===== config.mk =====
export PLATFORM = sky130hd
export DESIGN_NAME = edg_zbt_writer_flat
export DESIGN_NICKNAME = d
export VERILOG_FILES = /design/src/rtl/edg_zbt_writer_pkg.sv /design/src/rtl/edg_zbt_writer_if.sv /design/src/rtl/edg_zbt_writer_fifo.sv /design/src/rtl/edg_zbt_writer.sv /design/src/flat_wrapper.sv
export SDC_FILE = /design/constraint.sdc
export NUM_CORES = 1
export LEC_CHECK = 0
export CAP_MARGIN = 10
export CORE_UTILIZATION = 35
export CTS_CLUSTER_DIAMETER = 150
export DETAILED_ROUTE_END_ITERATION = 12
export HOLD_SLACK_MARGIN = 0.02
export PLACE_DENSITY = 0.48
export SYNTH_ARGS = -nofsm -noshare
export SYNTH_HDL_FRONTEND = slang
export SYNTH_SLANG_ARGS = --single-unit

===== constraint.sdc =====
create_clock -name clk -period 14.5 [get_ports clk]
set_input_delay 4.35 -clock clk [delete_from_list [all_inputs] [get_ports clk]]
set_output_delay 4.35 -clock clk [all_outputs]
set_load 0.02 [all_outputs]

===== src/rtl/edg_zbt_writer_pkg.sv =====
// Shared types and widths for the edge-pipeline ZBT write-back stage.
// Optional statistics output is enabled by defining EDG_WR_STATS_EN.
package edg_pkg;

  localparam int PIX_W      = 18;
  localparam int PAIR_W     = 2 * PIX_W;
  localparam int ZBT_ADDR_W = 19;

  typedef struct packed {
    logic [ZBT_ADDR_W-1:0] addr;
    logic [PAIR_W-1:0]     pix;
  } wr_entry_t;

endpackage


===== src/rtl/edg_zbt_writer_if.sv =====
// Pixel-pair input, arbiter grant and ZBT bank-1 write bus of the write-back stage.
// master = producer/observer side, slave = edg_zbt_writer.
interface edg_zbt_writer_if #(
  parameter int DEPTH = 16
) ();
  import edg_pkg::*;

  logic                      in_valid;
  logic [PAIR_W-1:0]         in_pix;
  logic [ZBT_ADDR_W-1:0]     in_addr;
  logic                      wr_slot;
  logic                      zbt_we;
  logic [ZBT_ADDR_W-1:0]     zbt_addr;
  logic [PAIR_W-1:0]         zbt_data;
  logic                      zbt_data_oe;
  logic                      fifo_full;
  logic [$clog2(DEPTH):0]    fifo_level;
  logic                      overflow;

  modport master (
    output in_valid, in_pix, in_addr, wr_slot,
    input  zbt_we, zbt_addr, zbt_data, zbt_data_oe, fifo_full, fifo_level, overflow
  );

  modport slave (
    input  in_valid, in_pix, in_addr, wr_slot,
    output zbt_we, zbt_addr, zbt_data, zbt_data_oe, fifo_full, fifo_level, overflow
  );

endinterface


===== src/rtl/edg_zbt_writer_fifo.sv =====
// Synchronous FIFO of wr_entry_t with an explicit occupancy counter (0..DEPTH).
// The caller guarantees push only when not full or when popping in the same cycle.
module edg_wr_fifo
  import edg_pkg::*;
#(
  parameter int DEPTH = 16
) (
  input  logic                   clk,
  input  logic                   reset,
  input  logic                   push,
  input  wr_entry_t              push_data,
  input  logic                   pop,
  output wr_entry_t              pop_data,
  output logic                   full,
  output logic                   empty,
  output logic [$clog2(DEPTH):0] level
);

  localparam int AW = $clog2(DEPTH);
  localparam logic [AW:0] LVL_FULL = (AW + 1)'(DEPTH);

  wr_entry_t       mem [DEPTH];
  logic [AW-1:0]   wr_ptr;
  logic [AW-1:0]   rd_ptr;
  logic [AW:0]     level_q;

  // NOTE: state registers use non-blocking assignments so every flop samples pre-edge values.
  always_ff @(posedge clk) begin
    if (reset) begin
      wr_ptr  <= '0;
      rd_ptr  <= '0;
      level_q <= '0;
    end else begin
      if (push) wr_ptr <= wr_ptr + 1'b1;
      if (pop)  rd_ptr <= rd_ptr + 1'b1;
      case ({push, pop})
        2'b10:   level_q <= level_q + 1'b1;
        2'b01:   level_q <= level_q - 1'b1;
        default: level_q <= level_q;
      endcase
    end
  end

  // NOTE: storage is deliberately not reset; the occupancy counter alone defines valid entries.
  always_ff @(posedge clk) begin
    if (push) mem[wr_ptr] <= push_data;
  end

  assign pop_data = mem[rd_ptr];
  assign level    = level_q;
  assign full     = (level_q == LVL_FULL);
  assign empty    = (level_q == '0);

endmodule


===== src/rtl/edg_zbt_writer.sv =====
// ZBT bank-1 write-back stage: buffers pixel pairs, issues them in arbiter write slots
// with address/WE first and data WR_LAT cycles later. EDG_WR_STATS_EN adds drop_count.
module edg_zbt_writer
  import edg_pkg::*;
#(
  parameter int DEPTH  = 16,
  parameter int WR_LAT = 2
) (
  input  logic             clk,
  input  logic             reset,
  edg_zbt_writer_if.slave  bus
`ifdef EDG_WR_STATS_EN
  ,
  output logic [15:0]      drop_count
`endif
);

  wr_entry_t             push_data;
  wr_entry_t             pop_data;
  logic                  full;
  logic                  empty;
  logic                  pop;
  logic                  push;
  logic                  drop;
  logic [$clog2(DEPTH):0] level;

  // Pop decision uses occupancy at cycle start, so a same-cycle push is never bypassed.
  assign pop  = bus.wr_slot && !empty;
  assign push = bus.in_valid && (!full || pop);
  assign drop = bus.in_valid && full && !pop;

  assign push_data = '{addr: bus.in_addr, pix: bus.in_pix};

  edg_wr_fifo #(.DEPTH(DEPTH)) u_fifo (
    .clk       (clk),
    .reset     (reset),
    .push      (push),
    .push_data (push_data),
    .pop       (pop),
    .pop_data  (pop_data),
    .full      (full),
    .empty     (empty),
    .level     (level)
  );

  logic [PAIR_W-1:0] issue_pix;

  // Address is held between writes; only the data bus returns to zero when idle.
  always_ff @(posedge clk) begin
    if (reset) begin
      bus.zbt_we   <= 1'b0;
      bus.zbt_addr <= '0;
      issue_pix    <= '0;
    end else begin
      bus.zbt_we <= pop;
      if (pop) begin
        bus.zbt_addr <= pop_data.addr;
        issue_pix    <= pop_data.pix;
      end
    end
  end

  logic [WR_LAT-1:0] oe_pipe;
  logic [PAIR_W-1:0] data_pipe [WR_LAT];

  // Clearing this pipeline on reset abandons any write still waiting for its data phase.
  always_ff @(posedge clk) begin
    if (reset) begin
      for (int i = 0; i < WR_LAT; i++) begin
        oe_pipe[i]   <= 1'b0;
        data_pipe[i] <= '0;
      end
    end else begin
      oe_pipe[0]   <= bus.zbt_we;
      data_pipe[0] <= bus.zbt_we ? issue_pix : '0;
      for (int i = 1; i < WR_LAT; i++) begin
        oe_pipe[i]   <= oe_pipe[i-1];
        data_pipe[i] <= data_pipe[i-1];
      end
    end
  end

  assign bus.zbt_data_oe = oe_pipe[WR_LAT-1];
  assign bus.zbt_data    = data_pipe[WR_LAT-1];
  assign bus.fifo_full   = full;
  assign bus.fifo_level  = level;

  always_ff @(posedge clk) begin
    if (reset)     bus.overflow <= 1'b0;
    else if (drop) bus.overflow <= 1'b1;
  end

`ifdef EDG_WR_STATS_EN
  always_ff @(posedge clk) begin
    if (reset)                             drop_count <= '0;
    else if (drop && drop_count != 16'hFFFF) drop_count <= drop_count + 1'b1;
  end
`endif

endmodule


===== src/flat_wrapper.sv =====
// flat-port wrapper written by rule: the top's interface ports become plain ports
module edg_zbt_writer_flat import edg_pkg::*;
#(
  parameter int DEPTH  = 16,
  parameter int WR_LAT = 2
)
  (clk, reset, bus_in_valid, bus_in_pix, bus_in_addr, bus_wr_slot, bus_zbt_we, bus_zbt_addr, bus_zbt_data, bus_zbt_data_oe, bus_fifo_full, bus_fifo_level, bus_overflow);
  edg_zbt_writer_if #(.DEPTH(DEPTH)) bus_i ();
  input  logic clk;
  input  logic reset;
  input wire logic [$bits(bus_i.in_valid)-1:0] bus_in_valid;
  input wire logic [$bits(bus_i.in_pix)-1:0] bus_in_pix;
  input wire logic [$bits(bus_i.in_addr)-1:0] bus_in_addr;
  input wire logic [$bits(bus_i.wr_slot)-1:0] bus_wr_slot;
  output wire logic [$bits(bus_i.zbt_we)-1:0] bus_zbt_we;
  output wire logic [$bits(bus_i.zbt_addr)-1:0] bus_zbt_addr;
  output wire logic [$bits(bus_i.zbt_data)-1:0] bus_zbt_data;
  output wire logic [$bits(bus_i.zbt_data_oe)-1:0] bus_zbt_data_oe;
  output wire logic [$bits(bus_i.fifo_full)-1:0] bus_fifo_full;
  output wire logic [$bits(bus_i.fifo_level)-1:0] bus_fifo_level;
  output wire logic [$bits(bus_i.overflow)-1:0] bus_overflow;
  assign bus_i.in_valid = bus_in_valid;
  assign bus_i.in_pix = bus_in_pix;
  assign bus_i.in_addr = bus_in_addr;
  assign bus_i.wr_slot = bus_wr_slot;
  assign bus_zbt_we = bus_i.zbt_we;
  assign bus_zbt_addr = bus_i.zbt_addr;
  assign bus_zbt_data = bus_i.zbt_data;
  assign bus_zbt_data_oe = bus_i.zbt_data_oe;
  assign bus_fifo_full = bus_i.fifo_full;
  assign bus_fifo_level = bus_i.fifo_level;
  assign bus_overflow = bus_i.overflow;
  edg_zbt_writer #(.DEPTH(DEPTH), .WR_LAT(WR_LAT)) u_core (.clk(clk), .reset(reset), .bus(bus_i));
endmodule

==> metrics.txt, run 1 <==
final WL approximately 87000 um; area of the core 105900 um^2; WP data arrival around 7.2 ns; final instance area 43990 um^2; largest area contributor in the netlist edfxtp_1; Setup TNS Final 0 ns; Post-route DRC 0; Buf/Inv on CP 2; flops & latches, synth about 1000; delay of the slowest critical-path stage a little under 1 ns; FP Rows 119; postcts setup bufs 0; Crit Path Class in2reg; dominant synthesized flop cell edfxtp_1; FF-to-FF End u_core.bus.zbt_addr[0]; I/O Pins about 120; WHS Path Cells 1; Final HPWL DP ~48000 um; Die Footprint ~110000 um^2; Post-synth EDFFs between 800 and 900; Worst setup EP type flip-flop; H-tree depth 3; RSZ-0062 raised after global routing false; Startpoint Class input pin; initial drt markers 1190; Worst Tran Pin Value 1.192 ns; syn_area_per_cell between 20 and 25 um^2; drt wl/cell around 26 um; Clock Tree Root clkbuf_16; Slew Viols, Final 0; crit path max fanout 28; asr flop ratio synth 0; synth unique cells 38; Hold WC Path Type reg2reg; status completed; Worst IR Drop VDD ~0.14 mV; CTS Buf Count ~110; Setup crit start bus_in_valid; Clock Pin Slew Worst Setup and Hold Paths 0.06 ns; Reg2Reg Setup Slack between 10 and 15 ns; Clock Path Buffers 3; GP Congestion 0.7630; area share of the largest cell type after synthesis 0.7026; Tmin final 6.902 ns; IO Port Bufs roughly 120; reg2reg path depth 6; total gr overflow 0; post-CTS sizing 0; area growth from synthesis to layout 16.97%; Syn Inst Count between 1500 and 2000; vias in the first global route around 19000; Starting Density 0.3553; largest net degree at the start of global routing between 100 and 150; Synth area leaders edfxtp_1 70%, mux4_2 13%, dfxtp_1 7.7%, a22oi_1 2.2%, a22o_1 1.3%; hold buffers post-CTS 0; Final Hold Vio Count 0; period utilisation layout 0.4760; n_diodes 0; Die Height 329.8 um; Final setup viols 0; CP endpoint u_core.u_fifo.mem[14][47]; Crit Reg-Reg Startpoint u_core.u_fifo.rd_ptr[1]; Levels on crit path 5; ratio of cells with drive above 1 in the final layout 0.2273; CTS sink count about 1000; global-route wire length before repair around 130000 um; top post-synthesis cells by count 880 x edfxtp_1, 220 x mux4_2, 144 x dfxtp_1, 110 x a22oi_1, 64 x nand2_1; Slew headroom 0.2034; slowest CP cell nor2_4; count leader, synth edfxtp_1; TritonRoute pass-1 iters 5; Synth Cell Area between 30000 and 40000 um^2; register area share after synthesis 0.7793; via total after detailed routing ~17000; Antenna Nets Post-Route 0; FILL cells 9252; die extent in x between 300 and 400 um; initial antenna violation count 1; Setup Skew approximately 0.018 ns; Synth Warn # 0; CTS tree built; Fmax 144.9 MHz; Worst path top cell family by delay simple AND/OR/NAND/NOR gates; max-cap viol count 0; crit-path cells clkdlybuf4s50_1 -> o31a_2 -> nand2_1 -> nor2_4 -> buf_4; Cell Area, Placed 40250 um^2; clk_lat worst skew approximately 0.67 ns; PwrDens around 170 nW/um^2; nets just under 2000; Critical Path RT ~15 ns; Pleak between 10 and 15 nW; syn nets 1840; detail-routed via count per cell between 5 and 6; GRT Util Overall 0.1632
-- registers in the layout, indices dropped and copies added (netlist names) --
| register | cells |
|---|---|
| u_core.bus.overflow | 1 |
| u_core.bus.zbt_addr | 19 |
| u_core.bus.zbt_we | 1 |
| u_core.data_pipe | 72 |
| u_core.issue_pix | 36 |
| u_core.oe_pipe | 2 |
| u_core.u_fifo.level | 5 |
| u_core.u_fifo.mem | 880 |
| u_core.u_fifo.rd_ptr | 4 |
| u_core.u_fifo.wr_ptr | 4 |
-- how the worst min path moves through the flow --
| stage | slack, ns | endpoint | startpoint |
|---|---|---|---|
| 2_1_floorplan | 0.41 | u_core.data_pipe[0][36] | u_core.data_pipe[0][0] |
| 3_3_place_gp | 0.42 | u_core.data_pipe[0][63] | u_core.data_pipe[0][27] |
| 3_5_place_dp | 0.43 | u_core.oe_pipe[1] | u_core.oe_pipe[0] |
| 4_1_cts | 0.44 | u_core.oe_pipe[1] | u_core.oe_pipe[0] |
| 5_1_grt | 0.45 | u_core.oe_pipe[1] | u_core.oe_pipe[0] |
| 6_report | 0.43 | u_core.data_pipe[0][57] | u_core.data_pipe[0][21] |
-- cell usage in the layout, fill, tap and decap left out, types with 3 or more instances in the layout --
master,instances
inv_1,4
nor2_1,19
xor2_1,7
nor2b_1,37
clkbuf_16,117
clkbuf_1,25
clkinv_1,11
and2_1,36
nand2_1,64
buf_4,32
mux4_2,220
nor3_2,4
a21oi_1,5
nor2_4,15
clkinv_2,14
a22o_1,55
clkbuf_8,21
bufinv_16,9
a22oi_1,110
dfxtp_1,142
clkinvlp_4,3
edfxtp_1,880
xnor2_1,3
clkdlybuf4s50_1,121
nand2b_1,3
ha_1,7
nor2b_4,3
-- worst reg2reg max path, cell delays in order (launching register included) --
cell	delay, ns
dfxtp_4	0.95
buf_4	0.89
buf_4	1.00
mux4_2	0.44
a22oi_1	0.25
nand2_1	0.22
a22o_1	0.23
-- report_power, final --
part           switching, mW  leakage (nW)  internal, mW
clock                   1.12          1.83          1.73
sequential            0.0937          9.12          3.33
combinational          0.604          2.83         0.598
-- per-layer routing --
| metal | GRT usage | vias up | part of all wire |
|---|---|---|---|
| li1 | - | 7508 | - |
| met1 | 0.2124 | 9345 | 0.43 |
| met2 | 0.2801 | 347 | 0.51 |
| met3 | 0.02438 | 135 | 0.034 |
| met4 | 0.05294 | 2 | 0.028 |
| met5 | 0 | - | 0.00015 |
-- layout make-up --
cell class | instances | area (um^2) | area share
Sequential cell | 1024 | 29320 | 0.6664
Clock inverter | 40 | 430.4 | 0.009784
Timing Repair Buffer | 156 | 1496 | 0.03402
Multi-Input combinational cell | 610 | 7682 | 0.1746
Inverter | 4 | 15.01 | 0.0003413
Tap cell | 1391 | 1740 | 0.03956
Clock buffer | 163 | 3311 | 0.07526
-- through the flow --
stage | total power, mW | utilization | instances | worst slack, ns | hold slack (ns)
after global placement | 4.715 | 0.3802 | 3185 | 6.896 | 0.4236
after detailed placement | 4.723 | 0.3802 | 3185 | 6.829 | 0.4255
after global routing | 7.769 | 0.4155 | 3388 | 7.402 | 0.4488
final | 7.470 | 0.4155 | 3388 | 7.598 | 0.4349
after CTS | 7.585 | 0.4155 | 3388 | 7.543 | 0.4383
after floorplan | 4.347 | - | 1774 | 5.357 | 0.4138
-- cells by family (layout without fill, tap and decap cells) --
logic type	Yosys count	after routing	share of synthesized area
xor+xnor	10	10	0.002329
simple gates	189	189	0.02495
flops	1024	1024	0.7793
mux	223	223	0.1329
buf+inv	140	363	0.02056
fa+ha+maj	7	7	0.002329
compound gates	181	181	0.03766
No activity file was read; power rests on OpenSTA's default activity.
==> run 2, diff against run 1 <==
- clock period: 14.5 -> 6.7 ns (I/O delays scaled with it)
==> metrics.txt, run 2 (synthesis gave the netlist of run 1 again) <==
clk_lat worst skew 0.68 ns (was 0.67 ns); final WL 87480 um (was 87420 um); detail-routed via count per cell 5.107 (was 5.117); largest net degree at the start of global routing 104 (was 107); vias in the first global route 18985 (was 18899); delay of the slowest critical-path stage 0.63 ns (was 0.98 ns); CTS Buf Count 109 (unchanged); multi-input logic area 7709 um^2 (was 7682 um^2); Final Core Density 0.4145 (was 0.4155); global-route wire length before repair 129700 um (was 128800 um); hold buffers post-CTS 0 (unchanged); Die Height 329.8 um (unchanged); slowest CP cell clkdlybuf4s50_1 (was nor2_4); Post-route DRC 0 (unchanged); Clock Pin Slew Worst Setup and Hold Paths 0.06 ns (about the same); max reg flops 880 (unchanged); area growth from synthesis to layout 16.67% (was 16.97%); Worst IR Drop VDD 0.2214 mV (was 0.1432 mV); total gr overflow 0 (unchanged); Starting Density 0.3553 (unchanged); I/O Pins 123 (unchanged); Hold WC Path Type reg2reg (unchanged); postcts setup bufs 0 (unchanged); GP Congestion 0.7234 (was 0.7630); Worst Tran Pin Value 1.070 ns (was 1.192 ns); Clock Path Buffers 3 (unchanged); IO Port Bufs 122 (unchanged); crit-path cells or4_4 -> nor2_1 -> clkdlybuf4s50_1 (was clkdlybuf4s50_1 -> o31a_2 -> nand2_1 -> nor2_4 -> buf_4); Final HPWL DP 46290 um (was 48030 um); via total after detailed routing 17317 (was 17337); H-tree depth 3 (unchanged); Storage cell area 29320 um^2 (unchanged); die extent in x 329.8 um (unchanged); Clock Tree Root clkbuf_16 (unchanged); period utilisation layout 0.6679; commonest non-fill, non-tap cell in the layout edfxtp_1 (unchanged); Top Registers u_core.u_fifo.mem: 880 flops, u_core.data_pipe: 72 flops, u_core.issue_pix: 36 flops (unchanged); crit path max fanout 9 (was 28); FP Rows 119 (unchanged); GRT Util Overall 0.1641 (was 0.1632); commonest non-fill, non-tap cells in the layout 880 x edfxtp_1, 220 x mux4_2, 142 x dfxtp_1 (unchanged); post-CTS sizing 0 (unchanged); hold slack 0.4329 ns (was 0.4349 ns); area of the core 105900 um^2 (unchanged); initial drt markers 1310 (was 1190); RSZ-0062 raised after global routing false (unchanged); drt wl/cell 25.80 um (about the same); Startpoint Class flip-flop (was input pin); CTS tree built (unchanged); P_int 11.83 mW (was 5.655 mW); FILL cells 9221 (was 9252); Worst path top cell family by delay simple AND/OR/NAND/NOR gates (unchanged); Worst setup EP type output port (was flip-flop); switching share of power 0.2498 (was 0.2429); Setup TNS Final 0 ns (unchanged); Slew headroom 0.2867 (was 0.2034); Final Hold Vio Count 0 (unchanged); Antenna Nets Post-Route 0 (unchanged); Setup Skew 0.02551 ns (was 0.01799 ns); ratio of cells with drive above 1 in the final layout 0.2212 (was 0.2273); TritonRoute pass-1 iters 5 (unchanged); max-cap viol count 0 (unchanged); status completed (unchanged); sequential share of power 0.472 (was 0.458); nets 1970 (was 1971); Die Footprint 108800 um^2 (unchanged); Critical Path RT 4.69 ns (was 14.81 ns); net switching power 3.938 mW (was 1.815 mW); Slew Viols, Final 0 (unchanged); Buf/Inv on CP 1 (was 2); Crit Path Class reg2out (was in2reg); Final setup viols 0 (unchanged); WP data arrival 2.46 ns (was 7.22 ns); CTS sink count 1024 (unchanged); Pleak 13.66 nW (was 13.78 nW); initial antenna violation count 1 (unchanged); clock group share of total power 0.365 (was 0.381); most flop-heavy register u_core.u_fifo.mem (unchanged); Fmax roughly 220 MHz; PwrDens 359.3 nW/um^2 (was 169.8 nW/um^2); Combinational Power Share 0.163 (was 0.161); Tmin final around 4.5 ns
[run 2: through the flow]
stage,cells,setup WS [ns],total power [mW],area (um^2)
2_1_floorplan,1774,1.372,9.401,37630
3_3_place_gp,3184,1.902,10.22,40430
3_5_place_dp,3184,1.858,10.23,40430
4_1_cts,3389,2.173,16.02,43880
5_1_grt,3389,2.140,16.43,43880
6_report,3391,2.225,15.76,43880
[run 2: power groups by stage]
stage	Sequential [mW]	Clock [mW]	Combinational [mW]
floorplan	7.48	0	1.92
global placement	7.58	0	2.64
detailed placement	7.58	0	2.65
CTS	7.45	5.91	2.66
global route	7.48	6.16	2.79
finish	7.44	5.75	2.58
[run 2: path summary, 6_finish.rpt]
kind,slack (ns),depth (start not counted),from,endpoint
max,2.23,3,u_core.u_fifo.level[1],bus_fifo_full
min,0.43,1,u_core.oe_pipe[0],u_core.oe_pipe[1]
max reg2reg,3.44,5,u_core.u_fifo.rd_ptr[0],u_core.issue_pix[20]
min reg2reg,0.43,1,u_core.oe_pipe[0],u_core.oe_pipe[1]
[run 2: layer usage]
metal	wire, um	track usage
met1	38600	0.2220
met2	43810	0.2752
met3	3547	0.02684
met4	1514	0.04287
met5	0	0
[run 2: worst register-to-register path, delay by kind of cell, from the launching register on]
family / cells / cell delay [ns]
DFF: 1 / 1.01
buffers and inverters: 1 / 0.83
muxes: 1 / 0.66
AOI/OAI and AO/OA: 2 / 0.50
and+or+nand+nor: 1 / 0.15
[run 2: cell type report]
type | count | share of cell area
sequential | 1024 | 0.6681
antenna | 2 | 0.0001141
tap | 1391 | 0.03966
clock buffer | 161 | 0.07194
clock inverter | 44 | 0.006558
timing repair buffer | 155 | 0.03764
inverter | 4 | 0.0003422
multi-input combinational | 610 | 0.1757
==> run 3, diff against run 2 <==
- clock period: 6.7 -> 4.46 ns (I/O delays scaled with it)
==> metrics.txt, run 3 (synthesis gave the netlist of run 1 again) <==
clk_lat worst skew 0.68 ns (about the same); PwrDens 547.4 nW/um^2 (was 359.3 nW/um^2); GRT Util Overall 0.1651 (was 0.1641); crit-path cells or4_4 -> nor2_1 -> clkdlybuf4s50_1 (unchanged); WP data arrival 2.43 ns (was 2.46 ns); Startpoint Class flip-flop (unchanged); crit path max fanout 9 (unchanged); HP Start u_core.data_pipe[0][32] (was u_core.oe_pipe[0]); Hold WC Path Type reg2reg (unchanged); commonest non-fill, non-tap cells in the layout 880 x edfxtp_1, 220 x mux4_2, 142 x dfxtp_1 (unchanged); Tmin final 3.772 ns; vias in the first global route 18751 (was 18985); nets 1996 (was 1970); die extent in x 329.8 um (unchanged); via total after detailed routing 17479 (was 17317); drt wl/cell 25.80 um (about the same); CTS sink count 1024 (unchanged); Final Hold Vio Count 0 (unchanged); Die Height 329.8 um (unchanged); met2 Track Usage GR 0.2664 (was 0.2752); Worst setup EP type output port (unchanged); Antenna Nets Post-Route 0 (unchanged); Final setup viols 0 (unchanged); most flop-heavy register u_core.u_fifo.mem (unchanged); global-route met1 utilization 0.2324 (was 0.2220); pre-CTS WS 0.5794 ns (was 1.858 ns); Critical Path RT 3.12 ns (was 4.69 ns); Worst IR Drop VDD 0.3062 mV (was 0.2214 mV); postcts setup bufs 0 (unchanged); Slew headroom 0.1861 (was 0.2867); global route hottest layer met2 (unchanged); H-tree depth 3 (unchanged); Starting Density 0.3553 (unchanged); WHS Path Cells 1 (unchanged); FF-to-FF End u_core.issue_pix[13] (was u_core.issue_pix[20]); initial drt markers 1364 (was 1310); Worst Tran Pin Value 1.218 ns (was 1.070 ns); Die Footprint 108800 um^2 (unchanged); detail-routed via count per cell 5.114 (was 5.107); RSZ-0062 raised after global routing false (unchanged); Pleak 13.97 nW (was 13.66 nW); CTS tree built (unchanged); reg2reg path depth 5 (unchanged); global-route wire length before repair 130300 um (was 129700 um); Setup Skew 0.03131 ns (was 0.02551 ns); total gr overflow 0 (unchanged); area of the core 105900 um^2 (unchanged); CTS Buf Count 109 (unchanged); I/O Pins 123 (unchanged); Clock Path Buffers 3 (unchanged); worst hold endpoint u_core.data_pipe[0][68] (was u_core.oe_pipe[1]); Crit Path Class reg2out (unchanged); post-CTS sizing 0 (unchanged); Reg2Reg Setup Slack 1.86 ns (was 3.44 ns); total power 24.32 mW (was 15.76 mW); Top Registers u_core.u_fifo.mem: 880 flops, u_core.data_pipe: 72 flops, u_core.issue_pix: 36 flops (unchanged); commonest non-fill, non-tap cell in the layout edfxtp_1 (unchanged); status completed (unchanged); initial antenna violation count 8 (was 1); Final HPWL DP 48830 um (was 46290 um); Clock Pin Slew Worst Setup and Hold Paths 0.06 ns (about the same); Post-route DRC 0 (unchanged); ratio of cells with drive above 1 in the final layout 0.2409 (was 0.2212); period utilisation layout 0.8457; hold buffers post-CTS 0 (unchanged); Crit Reg-Reg Startpoint u_core.u_fifo.rd_ptr[0] (unchanged); Slew Viols, Final 0 (unchanged); Final Worst Setup Slack 0.6880 ns (was 2.225 ns); final WL 88180 um (was 87480 um); met3 usage 0.02828 (was 0.02684); largest net degree at the start of global routing 56 (was 104); slowest CP cell clkdlybuf4s50_1 (unchanged); area growth from synthesis to layout 18.15% (was 16.67%); delay of the slowest critical-path stage 0.62 ns (was 0.63 ns); Fmax around 270 MHz; TritonRoute pass-1 iters 5 (unchanged); IO Port Bufs 122 (unchanged); max-cap viol count 0 (unchanged); GP Congestion 0.7565 (was 0.7234); FP Rows 119 (unchanged); Clock Tree Root clkbuf_16 (unchanged); max reg flops 880 (unchanged)
-- run 3: changes by cell type in the layout (fill, tap and decap cells not counted), moves of 3 or more --
cell       delta
buf_4        +17
clkbuf_1     -13
buf_12        +9
clkinv_2      +8
bufinv_16     +6
clkinv_1      -5
inv_6         +3
-- run 3: worst max path at each step --
stage	startpoint	to	slack, ns	depth (start not counted)
floorplan	bus_in_valid	u_core.u_fifo.mem[14][0]	-0.20	5
global placement	bus_in_valid	u_core.u_fifo.level[4]	0.53	10
detailed placement	bus_in_valid	u_core.u_fifo.level[4]	0.58	10
CTS	u_core.u_fifo.level[1]	bus_fifo_full	0.64	3
global route	u_core.u_fifo.level[1]	bus_fifo_full	0.60	3
finish	u_core.u_fifo.level[1]	bus_fifo_full	0.69	3
-- run 3: where the power goes --
part / leakage [nW] / switching (mW) / internal [mW]
Clock: 1.84 / 3.72 / 5.41
Sequential: 9.12 / 0.325 / 10.8
Combinational: 3.01 / 1.97 / 2.09
-- run 3: cell type report --
cell class	instances	area [um^2]
clock inverter	57	546.8
fill	9162	61430
clock buffer	150	3147
timing repair buffer	181	1959
inverter	4	15.01
tap	1391	1740
multi-input combinational	610	7709
antenna	1	2.502
sequential	1024	29320
-- run 3: per-layer routing --
layer	up-vias	part of all wire	routed length, um
met5	-	0.00050	44
met4	8	0.018	1612
met3	131	0.044	3868
met2	409	0.48	42610
met1	9363	0.45	40040
li1	7568	-	-
-- run 3: worst max-delay path, delay by kind of cell (launching register included) --
| kind | cells | cell delay, ns |
|---|---|---|
| AND/OR/NAND/NOR | 2 | 0.74 |
| buffers and inverters | 1 | 0.62 |
| flip-flops | 1 | 0.40 |
-- run 3: metrics by stage --
step / cells / hold slack (ns) / util / TNS (ns) / area [um^2]
finish: 3418 / 0.4342 / 0.4197 / 0 / 44440
global route: 3417 / 0.4545 / 0.4197 / 0 / 44430
CTS: 3417 / 0.4407 / 0.4197 / 0 / 44430
detailed placement: 3210 / 0.4226 / 0.3848 / 0 / 40740
global placement: 3210 / 0.4171 / 0.3848 / 0 / 40740
floorplan: 1774 / 0.4138 / - / -112.28 / 37630
